**config.mk**
```make
export PLATFORM = sky130hd
export DESIGN_NAME = uart_cmd_rx
export DESIGN_NICKNAME = d
export VERILOG_FILES = /design/src/rtl/uart_cmd_rx.sv
export SDC_FILE = /design/constraint.sdc
export NUM_CORES = 1
export LEC_CHECK = 0
export BUFFER_PORTS_ARGS = -buffer_cell sky130_fd_sc_hd__buf_2
export CAP_MARGIN = 5
export CORE_MARGIN = 1.5
export CORE_UTILIZATION = 60
export CTS_BUF_LIST = sky130_fd_sc_hd__clkbuf_4 sky130_fd_sc_hd__clkbuf_8
export DETAILED_ROUTE_END_ITERATION = 12
export GPL_TIMING_DRIVEN = 1
export PLACE_DENSITY_LB_ADDON = 0.15
export SKIP_CTS_REPAIR_TIMING = 1
export SYNTH_ARGS = -nofsm -noshare
export SYNTH_HDL_FRONTEND = slang
export SYNTH_SLANG_ARGS = --single-unit
```
**constraint.sdc**
```tcl
create_clock -name clk -period 2.7 [get_ports clk]
set_clock_uncertainty 0.15 [all_clocks]
set_input_delay 0.135 -clock clk [delete_from_list [all_inputs] [get_ports clk]]
set_output_delay 0.135 -clock clk [all_outputs]
set_load 0.1 [all_outputs]
```
**src/rtl/uart_cmd_rx.sv**
```systemverilog
// rtl/uart_cmd_rx.sv - UART receiver (8N1, or 8E1 when RX_PARITY_EN is defined) with HEADER/CMD/ARG/CHK frame decoder
module uart_cmd_rx #(
   parameter int         CLKS_PER_BIT = 87,
   parameter logic [7:0] HEADER       = 8'hA5,
   parameter int         TIMEOUT_BITS = 20
) (
   input  logic       clk,
   input  logic       rst_n,
   input  logic       uart_rx,
   output logic [7:0] rx_data,
   output logic       rx_valid,
   output logic       rx_busy,
   output logic       cmd_valid,
   output logic [7:0] cmd_code,
   output logic [7:0] cmd_arg,
   output logic       frame_err,
   output logic       chk_err
);

   localparam int HALF_BIT = CLKS_PER_BIT / 2;
   localparam int CNT_W    = $clog2(CLKS_PER_BIT + 1);
   localparam int TO_LIMIT = TIMEOUT_BITS * CLKS_PER_BIT;
   localparam int TO_W     = $clog2(TO_LIMIT + 1);

   typedef enum logic [2:0] {
      IDLE,
      START,
      DATA,
      STOP,
      BREAK
`ifdef RX_PARITY_EN
      , PARITY
`endif
   } byte_state_t;

   typedef enum logic [1:0] {P_HDR, P_CMD, P_ARG, P_CHK} parse_state_t;

   byte_state_t  state, state_d;
   parse_state_t pstate, pstate_d;

   logic             sync_1, sync_2, rx_prev;
   logic             rx_s, fall;
   logic [CNT_W-1:0] clk_cnt;
   logic [2:0]       bit_cnt;
   logic [7:0]       shift_reg;
   logic             half_done, bit_done;
   logic             cnt_clr, shift_en, stop_smp;
   logic             par_ok;
   logic [TO_W-1:0]  to_cnt;
   logic             timeout;
   logic [7:0]       cmd_reg, arg_reg;
   logic             cmd_ld, arg_ld, chk_go, chk_match;

   assign rx_s      = sync_2;
   assign fall      = rx_prev & ~rx_s;
   assign half_done = (clk_cnt == CNT_W'(HALF_BIT - 1));
   assign bit_done  = (clk_cnt == CNT_W'(CLKS_PER_BIT - 1));
   assign rx_busy   = (state != IDLE);
   assign timeout   = (to_cnt == TO_W'(TO_LIMIT - 1));
   assign chk_match = (rx_data == (HEADER ^ cmd_reg ^ arg_reg));

   // Two-flop synchroniser for the asynchronous line, plus one delayed copy for edge detect
   always_ff @(posedge clk or negedge rst_n) begin
      if (!rst_n) begin
         sync_1  <= 1'b1;
         sync_2  <= 1'b1;
         rx_prev <= 1'b1;
      end else begin
         sync_1  <= uart_rx;
         sync_2  <= sync_1;
         rx_prev <= sync_2;
      end
   end

   // Byte FSM state register
   always_ff @(posedge clk or negedge rst_n) begin
      if (!rst_n) state <= IDLE;
      else        state <= state_d;
   end

   // Byte FSM next state and per-cycle sampling controls
   always_comb begin
      state_d  = state;
      cnt_clr  = 1'b0;
      shift_en = 1'b0;
      stop_smp = 1'b0;
      case (state)
         IDLE: begin
            if (fall) begin
               state_d = START;
               cnt_clr = 1'b1;
            end
         end
         START: begin
            if (half_done) begin
               cnt_clr = 1'b1;
               state_d = rx_s ? IDLE : DATA;
            end
         end
         DATA: begin
            if (bit_done) begin
               cnt_clr  = 1'b1;
               shift_en = 1'b1;
               if (bit_cnt == 3'd7) begin
`ifdef RX_PARITY_EN
                  state_d = PARITY;
`else
                  state_d = STOP;
`endif
               end
            end
         end
`ifdef RX_PARITY_EN
         PARITY: begin
            if (bit_done) begin
               cnt_clr = 1'b1;
               state_d = STOP;
            end
         end
`endif
         STOP: begin
            if (bit_done) begin
               cnt_clr  = 1'b1;
               stop_smp = 1'b1;
               state_d  = rx_s ? IDLE : BREAK;
            end
         end
         BREAK: begin
            if (rx_s) state_d = IDLE;
         end
         default: state_d = IDLE;
      endcase
   end

`ifdef RX_PARITY_EN
   logic par_bit;

   // Capture the parity bit at mid-bit; even parity over data plus parity must be zero
   always_ff @(posedge clk or negedge rst_n) begin
      if (!rst_n)                          par_bit <= 1'b0;
      else if (state == PARITY && bit_done) par_bit <= rx_s;
   end

   assign par_ok = ~(^shift_reg ^ par_bit);
`else
   assign par_ok = 1'b1;
`endif

   // Bit timing, deserialisation and the byte-level strobes, which land the cycle after the stop sample
   always_ff @(posedge clk or negedge rst_n) begin
      if (!rst_n) begin
         clk_cnt   <= '0;
         bit_cnt   <= '0;
         shift_reg <= '0;
         rx_data   <= '0;
         rx_valid  <= 1'b0;
         frame_err <= 1'b0;
      end else begin
         if (cnt_clr || state == IDLE || state == BREAK) clk_cnt <= '0;
         else                                             clk_cnt <= clk_cnt + 1'b1;
         if (state == IDLE)  bit_cnt <= '0;
         else if (shift_en)  bit_cnt <= bit_cnt + 1'b1;
         if (shift_en) shift_reg <= {rx_s, shift_reg[7:1]};
         rx_valid  <= stop_smp & rx_s & par_ok;
         frame_err <= stop_smp & ~(rx_s & par_ok);
         if (stop_smp && rx_s && par_ok) rx_data <= shift_reg;
      end
   end

   // Parser state register
   always_ff @(posedge clk or negedge rst_n) begin
      if (!rst_n) pstate <= P_HDR;
      else        pstate <= pstate_d;
   end

   // Parser next state: aborts on framing error or inter-byte timeout, otherwise advances per byte
   always_comb begin
      pstate_d = pstate;
      cmd_ld   = 1'b0;
      arg_ld   = 1'b0;
      chk_go   = 1'b0;
      if (frame_err) begin
         pstate_d = P_HDR;
      end else if (rx_valid) begin
         case (pstate)
            P_HDR: if (rx_data == HEADER) pstate_d = P_CMD;
            P_CMD: begin
               cmd_ld   = 1'b1;
               pstate_d = P_ARG;
            end
            P_ARG: begin
               arg_ld   = 1'b1;
               pstate_d = P_CHK;
            end
            P_CHK: begin
               chk_go   = 1'b1;
               pstate_d = P_HDR;
            end
            default: pstate_d = P_HDR;
         endcase
      end else if (timeout) begin
         pstate_d = P_HDR;
      end
   end

   // Inter-byte timeout counter, restarted by every received byte and idle while hunting for a header
   always_ff @(posedge clk or negedge rst_n) begin
      if (!rst_n)                           to_cnt <= '0;
      else if (pstate == P_HDR || rx_valid) to_cnt <= '0;
      else if (!timeout)                    to_cnt <= to_cnt + 1'b1;
   end

   // Frame fields and command outputs; outputs only change on a checksum match
   always_ff @(posedge clk or negedge rst_n) begin
      if (!rst_n) begin
         cmd_reg   <= '0;
         arg_reg   <= '0;
         cmd_code  <= '0;
         cmd_arg   <= '0;
         cmd_valid <= 1'b0;
         chk_err   <= 1'b0;
      end else begin
         if (cmd_ld) cmd_reg <= rx_data;
         if (arg_ld) arg_reg <= rx_data;
         cmd_valid <= chk_go & chk_match;
         chk_err   <= chk_go & ~chk_match;
         if (chk_go && chk_match) begin
            cmd_code <= cmd_reg;
            cmd_arg  <= arg_reg;
         end
      end
   end

endmodule

```
==> results, run 1 <==
- Summed over all nets, the half-perimeter wirelength after detailed placement is around 4400 um.
- The startpoint type of the worst setup path is a flip-flop.
- The power density over the cells is approximately 570 mW/mm^2.
- The post-synthesis cell type count is 37.
- The number of antenna diodes in the final layout is 0.
- The post-placement worst setup slack is 287 ps.
- The area taken by multi-input logic gates is 0.00156 mm^2.
- The global-route wire length before repair is 10400 um.
- The number of cells in the design after placement is 379.
- The most used flip-flop cell after synthesis is sky130_fd_sc_hd__dfrtp_1.
- The global-route congestion overflow total is 0.
- The post-route clock period utilization is 89.5%.
- The die area is 0.00658 mm^2.
- STA puts the critical path data arrival time at 2490 ps.
- The site row count is 28.
- The detail route stage leaves a number of antenna-violating nets equal to 0.
- The mean routed wirelength per cell is approximately 16 um.
- The floorplan step set the die width to 81.1 um.
- The number of antenna violations at the first check in global routing came to 0.
- The count of final max-slew check failures is 0.
- The tree is rooted in a sky130_fd_sc_hd__clkbuf_8.
- The number of detailed-routing iterations run before antenna repair is 4.
- Across the whole layout, storage elements account for 0.00204 mm^2.
- For this run, design rule violations remaining after detail routing come to 0.
- The max capacitance violation total is 0.
- Derived from the worst setup path, the maximum achievable clock frequency is roughly 0.41 GHz.
- Setup violations remaining at the end of the flow were counted as 0.
- The clock transition at the register clock pins on the worst setup and hold paths after CTS is 80 ps.
- The run finished with clean final reports.
- The number of nets in the finished design is 329.
- The final total negative setup slack is 0 ps.
- The placeable core area is roughly 0.006 mm^2.
- The die is 81.1 um tall.
- The via density per instance is 5.53.
- The completed layout was analyzed and its total power is 2.37 mW.
- Summing the sequential cell areas from Yosys gives 55.4% of the chip area.
- The internal reg-to-reg setup slack is around 280 ps.
- VDD sags by at most between 0.0004 and 0.0005 V.
- TritonCTS built the clock tree.
- The clock drives 81 sinks.
- The share of post-route cells with drive strength above 1 is roughly a third.
- After synthesis, the share of flip-flops with an asynchronous set or reset is 100%.
- For the worst setup path, the data required time is approximately 2800 ps.
- The total wire length is between 6000 and 7000 um.
- The pin count of the biggest net entering global routing is between 40 and 50.
- By instance count, the leading cell after synthesis is sky130_fd_sc_hd__dfrtp_1.
- The number of clock buffers added by TritonCTS is 9.
- In this run the static leakage power is about 2.1 nW.
- The number of hold-slack violations in the final timing report is 0.
- The H-tree depth is 3.
- Counting flops per register, the top entry is to_cnt.
- The final critical delay including setup and external delays is roughly 2400 ps.
- The number of global-route vias before repair is about 2.2k.
- The number of synthesized register bits is slightly above 80.
- The initial core utilization is 61.9%.
- The number of nets handed over by synthesis was 287.
- The headroom to the max-slew limit is 61.4%.
- The worst setup slack after layout is 285 ps.
- In this run the worst hold path is classified as in2async.
- The warning count from the yosys run is 0.
- Once layout is complete, the cells apart from fillers number 397.
- The clock insertion delay at the later pin of the skew report is 350 ps.
- The via total after detailed routing is roughly 2.2k.
- During placement, the flow inserted port buffers numbering 31.
- Global routing consumed, over all layers together, 21.6% of the routing resources.
- The critical path is of the reg2reg type.
- The measured slew at the worst slew-check pin is 579 ps.
- Ranked by instance count, the synthesized netlist is headed by 78 x sky130_fd_sc_hd__dfrtp_1, 39 x sky130_fd_sc_hd__mux2_2, 17 x sky130_fd_sc_hd__nor2_1, 12 x sky130_fd_sc_hd__nand3_1, 11 x sky130_fd_sc_hd__nand2_1.
- After technology mapping, the gate count stands at about 280.
- The number of synthesized flops with an enable pin is 0.
- The global placement routability congestion is ~0.85.
- The biggest fanout along the worst timing path is 15.
- The netlist area before placement is about 0.0037 mm^2.
- Averaged over all synthesized cells, the footprint is approximately 13 um^2.
- The critical path endpoint category is a flip-flop.
- The biggest area consumer among synthesized cells is sky130_fd_sc_hd__dfrtp_1.
- Compared with the post-synthesis result, the final layout area differs by 13.3%.
- The final-layout fill cell count is 424.
- Setup repair after global routing left no endpoint under its margin.
- The number of top-level pins is 32.
- In the post-synthesis netlist, the biggest area contributors are sky130_fd_sc_hd__dfrtp_1 53%, sky130_fd_sc_hd__mux2_2 12%, sky130_fd_sc_hd__mux2_4 3.7%, sky130_fd_sc_hd__ha_1 3.1%, sky130_fd_sc_hd__xnor3_1 3.1%.
- The register with the most flip-flops in the layout has 11 of them.
- The violation count after the first detailed-routing iteration is 91.
- In this run the deepest clock path goes through 2 buffers.
- In this run the biggest area consumer among cell types represents 53.3% of the synthesized area.
-- stage by stage --
| step | util [%] | area (um^2) | hold WS [ps] |
|---|---|---|---|
| after floorplan | - | 3670 | -311 |
| after global placement | 66.3 | 3930 | 5.95 |
| after detailed placement | 66.3 | 3930 | 15.6 |
| after CTS | 69.7 | 4130 | -366 |
| after global routing | 70.1 | 4150 | 211 |
| final | 70.1 | 4150 | 154 |
-- metal layers --
layer	wire [um]	global-route usage, %
met4	141	9.48
met5	0	0
met3	234	5.96
met1	2900	27.4
met2	3050	34.9
-- cell families after synthesis --
kind of cell / after synthesis / synth area share (%)
flip-flops: 81 / 55.4
buffers and inverters: 16 / 2.08
XOR/XNOR: 20 / 7.89
multiplexers: 51 / 16.5
AO/OA/AOI/OAI: 16 / 2.49
adder cells (fa/ha/maj): 9 / 3.07
AND/OR/NAND/NOR: 82 / 12.5
-- cell usage in the layout, fill, tap and decap left out, drive strengths merged, types with 2 or more instances in the layout --
master       count
a21oi            7
and2             3
and3             2
buf             36
clkbuf          13
dfrtp           78
dfstp            3
dlygate4sd3      2
ha               9
inv              9
mux2            48
mux2i            3
nand2           11
nand3           12
nand4            7
nor2            17
nor2b            6
nor3            10
nor4             2
nor4bb           4
o21ai            6
or3              2
or4              2
xnor2            8
xnor3            6
xor2             4
xor3             2
-- power by group --
group	internal (mW)	leakage, nW	switching (mW)	total (mW)
clock network	0.483	0.104	0.412	0.895
logic	0.0677	0.855	0.100	0.168
registers	1.25	1.10	0.0502	1.30
total	1.80	2.06	0.562	2.37
-- worst max-delay path, stage by stage (launching register included) --
cell                      delay (ps)
sky130_fd_sc_hd__dfrtp_1         370
sky130_fd_sc_hd__xnor3_2         410
sky130_fd_sc_hd__or4_4           560
sky130_fd_sc_hd__nor3_4          240
sky130_fd_sc_hd__buf_12          200
sky130_fd_sc_hd__mux2_2          350
-- cell type report --
class                           count  share of cell area, %
Clock buffer                       13                   3.86
Clock inverter                      3                   1.03
Inverter                            9                  0.814
Multi-Input combinational cell    178                   37.5
Sequential cell                    81                   49.1
Tap cell                           75                   2.26
Timing Repair Buffer               38                   5.49
-- final timing paths --
| check | from | endpoint | depth (start not counted) |
|---|---|---|---|
| setup / recovery | arg_reg[7] | cmd_arg[2] | 5 |
| hold / removal | rst_n | cmd_reg[6] | 2 |
| setup reg to reg | arg_reg[7] | cmd_arg[2] | 5 |
| hold reg to reg | sync_1 | rx_s | 0 |
| max in group asynchronous | rst_n | cmd_code[0] | 3 |
| min in group clk | sync_1 | rx_s | 0 |
Power figures use the tool's default switching activity.
==> run 2: changes to the inputs <==
--- a/config.mk
+++ b/config.mk
@@ -12,7 +12,7 @@
 export CTS_BUF_LIST = sky130_fd_sc_hd__clkbuf_4 sky130_fd_sc_hd__clkbuf_8
 export DETAILED_ROUTE_END_ITERATION = 12
 export GPL_TIMING_DRIVEN = 1
-export PLACE_DENSITY_LB_ADDON = 0.15
+export PLACE_DENSITY = 0.8
 export SKIP_CTS_REPAIR_TIMING = 1
 export SYNTH_ARGS = -nofsm -noshare
 export SYNTH_HDL_FRONTEND = slang
==> run 2 against run 1 <==
Register-to-register slack got worse by 40 ps. Cell count did not move. Sequential share of layout area fell by 0.21 points. Highest routed layer unchanged. Sequential power barely moved. Critical path depth did not move. Count of clock-buffer cells in the layout fell by 1. Worst setup slack got worse by 36 ps. Clock power rose by 14%. Total power rose by 5.3%. Routed wire length rose by 1.2%.
==> results, run 2 (synthesis results as in run 1) <==
- The flow ran to the end, and the final reports show no timing, DRC or antenna violations.
- The violation count after the first detailed-routing iteration was 91 (unchanged).
- Compared with the post-synthesis result, the final layout area differs by 13.8%.
- The vertical die dimension is 81.1 um (unchanged).
- Setup repair after global routing left no endpoint under its margin.
- The global-route wire length before repair was 10900 um (+5.2%).
- The combined global-route utilization of all metal layers is 22.5% (+0.84 points).
- The site row count is 28 (unchanged).
- The headroom to the max-slew limit came to 54.4% (-7.0 points).
- The via density per instance is 5.69 (+2.9%).
- The cell family contributing the most delay on the critical path is simple AND/OR/NAND/NOR gates.
- The number of buffers added by the clock tree synthesis step is 9 (unchanged).
- The number of global-route vias before repair is 2255 (+2.0%).
- The CTS sink count came to 81 (unchanged).
- The number of antenna repair diodes came to 0 (unchanged).
- The worst setup path is launched from a flip-flop.
- The peak ir drop on the vdd network is 0.000428 V (-8.8%).
- The CTS tree is done.
- The maximum cell stage delay along the critical path is 570 ps (about the same).
- The commonest non-fill, non-tap cell in the layout is sky130_fd_sc_hd__dfrtp_1.
- The placed wire-length estimate was 4440 um (+0.24%).
- The DRC violation count after routing came to 0 (unchanged).
- The count of antenna-violating nets left after detailed routing is 0 (unchanged).
- The biggest fanout along the worst timing path was 17 (+2).
- The largest buffer count on any clock path is 2 (unchanged).
- The total wire length was 6400 um (+1.2%).
- The flip-flop count of the largest register after layout is 11 (unchanged).
- The clock insertion delay at the later pin of the skew report is 340 ps (about the same).
- The final-report setup violation count is 0 (unchanged).
- The number of detailed-routing iterations run before antenna repair came to 4 (unchanged).
- The max capacitance violation total came to 0 (unchanged).
- The die span in x is 81.1 um (unchanged).
- The required time of the worst setup path is 2780 ps (about the same).
- The die area is 0.00658 mm^2 (unchanged).
- The global-route congestion overflow total was 0 (unchanged).
- The share of post-route cells with drive strength above 1 was 34.5% (unchanged).
- The count of port buffers added during placement came to 31 (unchanged).
- The register with the most flip-flops in the final layout is to_cnt.
- The highest achievable clock rate is 0.408 GHz (-1.5%).
- The final total power is 2.49 mW (+5.3%).
- The measured slew at the worst slew-check pin is 684 ps (+105 ps).
- The worst setup slack after layout is 249 ps (-35.6 ps).
- The master cell of the clock root buffer is sky130_fd_sc_hd__clkbuf_8.
- The power density over the cells came to 598 mW/mm^2 (+4.8%).
- The count of final max-slew check failures is 0 (unchanged).
- The leakage power figure came to 2.08 nW (+0.67%).
- The path depth of the worst reg2reg path is 5 (unchanged).
- The endpoint identified for the worst register-to-register timing path is cmd_arg[1].
- The pin count of the biggest net entering global routing is 57 (+27%).
- The final cell count without fillers is 397 (unchanged).
- The final total negative setup slack is 0 ps (unchanged).
- The worst path buffer plus inverter count is 1 (unchanged).
- The post-route clock period utilization is 90.8% (+1.3 points).
- The library cells used most frequently in the layout, excluding fill and tap cells, are 74 x sky130_fd_sc_hd__dfrtp_1, 39 x sky130_fd_sc_hd__mux2_2, 30 x sky130_fd_sc_hd__buf_2.
- The number of top-level pins was 32 (unchanged).
- The mean routed wirelength per cell was 16.1 um (+1.2%).
- The clock transition at the register clock pins on the worst setup and hold paths after CTS is 80 ps (about the same).
- The data arrival time at the worst-slack endpoint is 2530 ps (+40 ps).
- The global placement routability congestion came to 0.870 (+2.9%).
- The via total after detailed routing is 2258 (+2.9%).
- The highest-delay cell along the critical path is sky130_fd_sc_hd__or4_4.
- The number of nets in the finished design was 329 (unchanged).
- The number of antenna violations at the first check in global routing is 0 (unchanged).
- The core occupancy in the finished layout came to 70.4% (+0.30 points).
- In this run the critical register-to-register path is launched from arg_reg[7].
- The number of cells in the design after placement is 379 (unchanged).
- The number of hold-slack violations in the final timing report is 0 (unchanged).
- The type of the worst setup path is reg2reg.
- The type of the most critical hold path is in2async.
- The H-tree depth was 3 (unchanged).
- The post-placement worst setup slack came to 271 ps (-16.6 ps).
- The critical path endpoint category is a flip-flop.
- Walking the worst path, the cells encountered are xnor3_2, or4_4, nor3_4, buf_4, mux2_2.
- The placeable core area was 0.00592 mm^2 (unchanged).
- The internal reg-to-reg setup slack was 250 ps (-40 ps).
- The initial core utilization is 61.9% (unchanged).
- The final critical delay including setup and external delays is 2450 ps (+35.6 ps).
[run 2: layout make-up]
type,count,area [um^2]
clock buffers,12,159
clock inverters,4,73.8
fillers,404,1750
inverters,9,33.8
multi-input cells,178,1560
flip-flops and latches,81,2040
well taps,75,93.8
repair buffers,38,215
[run 2: where the power goes]
group | switching (mW) | internal, mW
clock network | 0.433 | 0.584
logic | 0.103 | 0.0681
registers | 0.0500 | 1.25
[run 2: through the flow]
| stage | hold WS [ps] | area (um^2) |
|---|---|---|
| after detailed placement | 74.8 | 3910 |
| after floorplan | -311 | 3670 |
| after global placement | 71.1 | 3910 |
| after global routing | 210 | 4170 |
| after CTS | -301 | 4150 |
| final | 208 | 4170 |
[run 2: layer usage]
metal / GRT usage [%] / up-vias / share of wire (%)
met4: 8.79 / 0 / 1.5
met1: 30.3 / 1134 / 44
met5: 0 / - / 0
met2: 36.1 / 53 / 50
li1: - / 1060 / -
met3: 4.49 / 11 / 3.8
[run 2: worst register-to-register path, delay by kind of cell, from the launching register on]
family / cells / cell delay, ps
xor gates and xnor gates: 1 / 430
buffers and inverters: 1 / 300
DFF: 1 / 390
muxes: 1 / 380
and+or+nand+nor: 2 / 690
[run 2: worst max-delay path by stage]
stage / slack, ps / start / cells after the start / to
4_1_cts: 250 / arg_reg[7] / 5 / cmd_arg[1]
3_5_place_dp: 270 / arg_reg[7] / 5 / cmd_arg[1]
6_report: 250 / arg_reg[7] / 5 / cmd_arg[1]
3_3_place_gp: 360 / arg_reg[7] / 5 / cmd_arg[1]
5_1_grt: 170 / arg_reg[7] / 5 / cmd_arg[1]
2_1_floorplan: 70 / rx_data[7] / 5 / cmd_arg[7]
